`config.mk`:
```
export PLATFORM = sky130hd
export DESIGN_NAME = b_to_o_dec
export DESIGN_NICKNAME = d
export VERILOG_FILES = /design/src/rtl/b_to_o_dec.sv
export SDC_FILE = /design/constraint.sdc
export NUM_CORES = 1
export LEC_CHECK = 0
export CORE_MARGIN = 10
export CORE_UTILIZATION = 60
export CTS_CLUSTER_DIAMETER = 60
export DETAILED_ROUTE_END_ITERATION = 12
export DONT_BUFFER_PORTS = 1
export GPL_TIMING_DRIVEN = 0
export PLACE_DENSITY = 0.73
export SLEW_MARGIN = 20
export SYNTH_ARGS = -nofsm -noshare
export SYNTH_HDL_FRONTEND = slang
export SYNTH_SLANG_ARGS = --single-unit
```
`constraint.sdc`:
```
create_clock -name clk -period 3.1 [get_ports clk]
set_input_delay 0.62 -clock clk [delete_from_list [all_inputs] [get_ports clk]]
set_output_delay 0.62 -clock clk [all_outputs]
set_load 0.02 [all_outputs]
```
`src/rtl/b_to_o_dec.sv`:
```
// rtl/b_to_o_dec.sv - registered 3-to-8 one-hot decoder with hold time and guard cycle
// Optional odd-parity check on b enabled by `define B_TO_O_PARITY_EN.
module b_to_o_dec #(
  parameter int HOLD_CYCLES = 4
) (
  input  logic       clk,
  input  logic       rst,
  input  logic       in_valid,
  output logic       in_ready,
  input  logic [2:0] b,
`ifdef B_TO_O_PARITY_EN
  input  logic       b_par,
  output logic       err,
`endif
  output logic [7:0] o,
  output logic       o_valid,
  output logic       busy
);

  typedef enum logic [1:0] {
    IDLE,
    DRIVE,
    GAP
  } state_t;

  localparam logic [7:0] HOLD_LOAD = 8'(HOLD_CYCLES - 1);

  state_t     state, state_nx;
  logic [7:0] cnt, cnt_nx;
  logic [7:0] o_nx;
  logic       o_valid_nx;
  logic       accept;
  logic       par_ok;

  assign in_ready = (state == IDLE) && !rst;
  assign accept   = in_valid && in_ready;
  assign busy     = (state != IDLE);

`ifdef B_TO_O_PARITY_EN
  logic err_nx;
  assign par_ok = ^{b, b_par};
  assign err_nx = accept && !par_ok;
`else
  assign par_ok = 1'b1;
`endif

  always_comb begin
    state_nx   = state;
    cnt_nx     = cnt;
    o_nx       = o;
    o_valid_nx = o_valid;
    case (state)
      IDLE: begin
        // A code failing parity is consumed without leaving IDLE
        if (accept && par_ok) begin
          state_nx   = DRIVE;
          cnt_nx     = HOLD_LOAD;
          o_nx       = 8'b1 << b;
          o_valid_nx = 1'b1;
        end
      end
      DRIVE: begin
        if (cnt != 8'd0) begin
          cnt_nx = cnt - 8'd1;
        end else begin
          state_nx   = GAP;
          o_nx       = 8'h00;
          o_valid_nx = 1'b0;
        end
      end
      GAP: begin
        state_nx = IDLE;
      end
      default: begin
        state_nx   = IDLE;
        o_nx       = 8'h00;
        o_valid_nx = 1'b0;
      end
    endcase
  end

  always_ff @(posedge clk) begin
    if (rst) begin
      state   <= IDLE;
      cnt     <= 8'd0;
      o       <= 8'h00;
      o_valid <= 1'b0;
    end else begin
      state   <= state_nx;
      cnt     <= cnt_nx;
      o       <= o_nx;
      o_valid <= o_valid_nx;
    end
  end

`ifdef B_TO_O_PARITY_EN
  always_ff @(posedge clk) begin
    if (rst) begin
      err <= 1'b0;
    end else begin
      err <= err_nx;
    end
  end
`endif

endmodule

```
Word-level counts from Yosys, hierarchy flattened
Cells that the tools add are included.
Word-level totals
  bits in registers: 19
  output and inout bits: 11
  logic and storage cells: 34
  input port bits: 6
Cells by class
  add/sub/neg operators: 1
  multiplexer cells: 12
  shifts and indexed selects: 1
  eq/ne operators: 5
  bitwise logic cells: 1
  reduce and logical (&&, ||, !) cells: 10
Operators by type and width (number)
  8-bit two-way mux: 4
  8-bit case mux with 3 select lines: 1
  8-bit case mux with 2 select lines: 1
  8-bit nonzero test: 1
  1-bit by 3-bit << shifter with 8-bit output, first input constant: 1
  8-bit by 1-bit subtractor with 8-bit output, second input constant: 1
  2-bit inequality test, second input constant: 3
  3-bit AND reduction: 2
  2-bit two-way mux: 2
  2-bit case mux with 2 select lines: 1
  2-bit nonzero test: 2
  1-bit case mux with 3 select lines: 1
  2-bit by 1-bit == test with 1-bit output, second input constant: 1
  2-bit == test, second input constant: 1
  1-bit logical AND: 2
  2-bit zero test: 1
  1-bit two-way mux: 2
  2-bit AND reduction: 1
  1-bit zero test: 1
  1-bit inverter: 1

Longest topological paths before layout
  depth in word-level cells: 5
  depth in mapped cells: 6
  depth with buffers taken out: 6

Worst setup path before layout
Ideal clock, no wire load.
  kind: in2out
  from: input rst
  to: output in_ready
  data required time: 2.480 ns
  cell stages on the path: 3
  arrival time: 1.284 ns
  path buffers: 2
  path slack: 1.196 ns
  cell sequence: buf_2 > clkbuf_1 > nor2_1
Between the ends
  word-level cells in the longest chain between the ends: 2
Ends and longest elaborated chain
  start, declared: line 7  | input logic rst,
  1-bit zero test: line 35  | assign in_ready = (state == IDLE) && !rst;
  1-bit logical AND: line 35
  end, declared: line 9  | output logic in_ready,
Every way passes these cells.

Worst setup path after layout
  from: register state[1]
  to: output in_ready
Between the ends
  word-level cells in the longest chain between the ends: 2
Ends and longest elaborated chain
  start, declared: line 28  | state_t state, state_nx;
  start signal, assigned: line 89  | state <= state_nx;
  2-bit zero test: line 35
  1-bit logical AND: line 35
Every way passes these cells.

==> impl_metrics.env <==
export IMPL_syn_area_um2=961
export IMPL_power_internal_mw=0.360
export IMPL_yosysTopAreaCellShare_pct=39.6
export IMPL_end_kind="output port"
export IMPL_avgRoutedWirePerCell_um=15.3
export IMPL_cts_tree="done"
export IMPL_period_share_pct=66.2
export IMPL_core_area_um2=1510
export IMPL_grt_max_degree=12
export IMPL_slew_limit_headroom_pct=66.5
export IMPL_syn_avg_cell_area_um2=8.74
export IMPL_start_kind="flip-flop"
export IMPL_numCtsBuffers=3
export IMPL_syn_nets=118
export IMPL_rsz0062_at_grt="no"
export IMPL_setup_tns_ns=0
export IMPL_hold_viol=0
export IMPL_ys_ff_latch=19
export IMPL_initial_core_util_pct=63.8
export IMPL_crit_required_ns=2.48
export IMPL_p_per_area_nw_per_um2=532
export IMPL_whs_ns=0.471
export IMPL_die_w_um=60.0
export IMPL_placed_cells=126
export IMPL_combPwrFrac_pct=24.3
export IMPL_die_y_um=60.0
export IMPL_htree_levels=1
export IMPL_cts_resized=0
export IMPL_pwr_share_seq_pct=52.6
export IMPL_cts_setup_buffers=0
export IMPL_first_global_vias=789
export IMPL_io_buffers=0
export IMPL_grt_pass1_wl_um=3590
export IMPL_synth_area_leader_cell="dfxtp_1"
export IMPL_cts_buffer_depth=2
export IMPL_die_area_um2=3600
export IMPL_drive_above_1_share_pct=12.3
export IMPL_first_pass_iters=4
export IMPL_dp_hpwl_um=1510
export IMPL_fmax_mhz=488
export IMPL_vdd_drop_max_v=0.000464
export IMPL_critPathKind="flip-flop to output port"
export IMPL_root_buffer="clkbuf_4"
export IMPL_maxSlewViolCount=0
export IMPL_boundaryPins=17
export IMPL_grt_overflow=0
export IMPL_cp_max_fo=5
export IMPL_ant_nets=0
export IMPL_share_clk_of_total_power_pct=23.0
export IMPL_place_congestion=0.728
export IMPL_maxCapViolCount=0
export IMPL_antenna_cells=0
export IMPL_clock_sinks=19
export IMPL_vias_per_cell=6.02
export IMPL_wirelength_um=1980
export IMPL_worst_pin_slew_ns=0.501
export IMPL_grt_total_usage_pct=12.5
export IMPL_yosys_cell_types_count=30
export IMPL_drc=0
export IMPL_status="finished, final reports clean"
export IMPL_worst_hold_path_type="input port to flip-flop"
export IMPL_antenna_found_initial=0
export IMPL_rows=14
export IMPL_p_switching_mw=0.177
export IMPL_arrival_ns=1.43
export IMPL_synth_area_top_cells="dfxtp_1, a21oi_1, o21ai_0"
export IMPL_area_growth_synth_to_final_pct=4.95
export IMPL_p_leak_nw=0.379
export IMPL_worstSkewPairLatency_ns=0.29
export IMPL_vias=783
export IMPL_holdBufCountCts=0
export IMPL_setup_viol=0
export IMPL_min_period_ns=2.05
export IMPL_layoutNonFillerInstCount=130
export IMPL_ys_warn_count=0
export IMPL_finalClockSkew_ns=0.00117
export IMPL_fin_nets=123
export IMPL_swShare_pct=32.9
export IMPL_drt_iter0_drc=8
export IMPL_yosysSeqAreaShare_pct=39.6
export IMPL_syn_inst=110
export IMPL_clk_pin_slew_ns=0.11
cells in the mapped netlist, drive strengths merged:
| cell type | number |
|---|---|
| a211oi | 3 |
| a21boi | 1 |
| a21o | 1 |
| a21oi | 9 |
| a31o | 1 |
| a31oi | 1 |
| buf | 3 |
| clkbuf | 1 |
| dfxtp | 19 |
| ha | 2 |
| inv | 6 |
| mux2i | 3 |
| nand2 | 10 |
| nand2b | 5 |
| nand3 | 7 |
| nand4 | 1 |
| nor2 | 10 |
| nor2b | 3 |
| nor3 | 4 |
| nor4 | 1 |
| nor4b | 1 |
| o2111ai | 4 |
| o211ai | 3 |
| o21ai | 8 |
| o31ai | 1 |
| or3b | 1 |
| or4b | 1 |
cell families after synthesis:
logic type,count (synthesis),synth area share [%]
AOI/OAI and AO/OA,32,23.0
adders and majority gates,2,2.60
buffers and inverters,10,4.95
DFF,19,39.6
muxes,3,3.13
and+or+nand+nor,44,26.7
worst max-delay path: stages (launching register included):
cell	delay, ns
dfxtp_1	0.38
nor2_1	0.23
inv_1	0.18
nor2_1	0.35
worst paths after layout:
kind	start	end	slack, ns	depth (start not counted)
hold reg to reg	cnt[7]	cnt[7]	0.50	2
setup reg to reg	cnt[0]	cnt[7]	1.38	6
setup / recovery	state[1]	in_ready	1.05	3
hold / removal	b[2]	o[6]	0.47	2
power groups by stage:
stage	sequential (mW)	clock, mW	combinational (mW)
3_5_place_dp	0.289	0	0.130
2_1_floorplan	0.285	0	0.108
6_report	0.283	0.124	0.130
4_1_cts	0.283	0.128	0.131
5_1_grt	0.287	0.141	0.148
3_3_place_gp	0.288	0	0.126
registers in the layout, summed over array words and instances, names as in the netlist:
register  count
cnt           8
o             8
o_valid       1
state         2
routing by layer:
layer	global-route usage, %	part of all wire (%)	vias up
met1	16.3	48	362
met2	18.4	44	16
met5	0	0	-
li1	-	-	403
met4	3.53	0.40	0
met3	4.87	7.6	2
layout make-up:
cell class | count | area (um2)
buffer | 4 | 25.0
clock buffer | 3 | 22.5
clock inverter | 1 | 5.00
fill | 129 | 498
inverter | 6 | 22.5
multi-input combinational | 81 | 533
sequential | 19 | 380
tap | 16 | 20.0
stage by stage:
| stage | total power, mW | utilization [%] | instance area (um2) | worst slack (ns) |
|---|---|---|---|---|
| floorplan | 0.392 | - | 961 | 1.20 |
| global placement | 0.414 | 65.1 | 981 | 1.09 |
| detailed placement | 0.419 | 65.1 | 981 | 1.08 |
| CTS | 0.542 | 66.9 | 1010 | 1.02 |
| global route | 0.576 | 66.9 | 1010 | 0.899 |
| finish | 0.537 | 66.9 | 1010 | 1.05 |
layout by cell type (no fill, tap or decap), types with 2 or more instances in the layout:
| master | netlist | routed |
|---|---|---|
| dfxtp_1 | 19 | 19 |
| nand2_1 | 10 | 10 |
| nor2_1 | 9 | 9 |
| o21ai_0 | 8 | 8 |
| a21oi_1 | 8 | 8 |
| nand3_1 | 7 | 7 |
| inv_1 | 6 | 6 |
| nand2b_1 | 5 | 5 |
| nor3_1 | 4 | 4 |
| o2111ai_1 | 4 | 4 |
| a211oi_1 | 3 | 3 |
| nor2b_1 | 3 | 3 |
| o211ai_1 | 3 | 3 |
| mux2i_1 | 3 | 3 |
| clkbuf_4 | 0 | 3 |
| buf_2 | 2 | 2 |
| ha_1 | 2 | 2 |
Power figures use the tool's default switching activity.
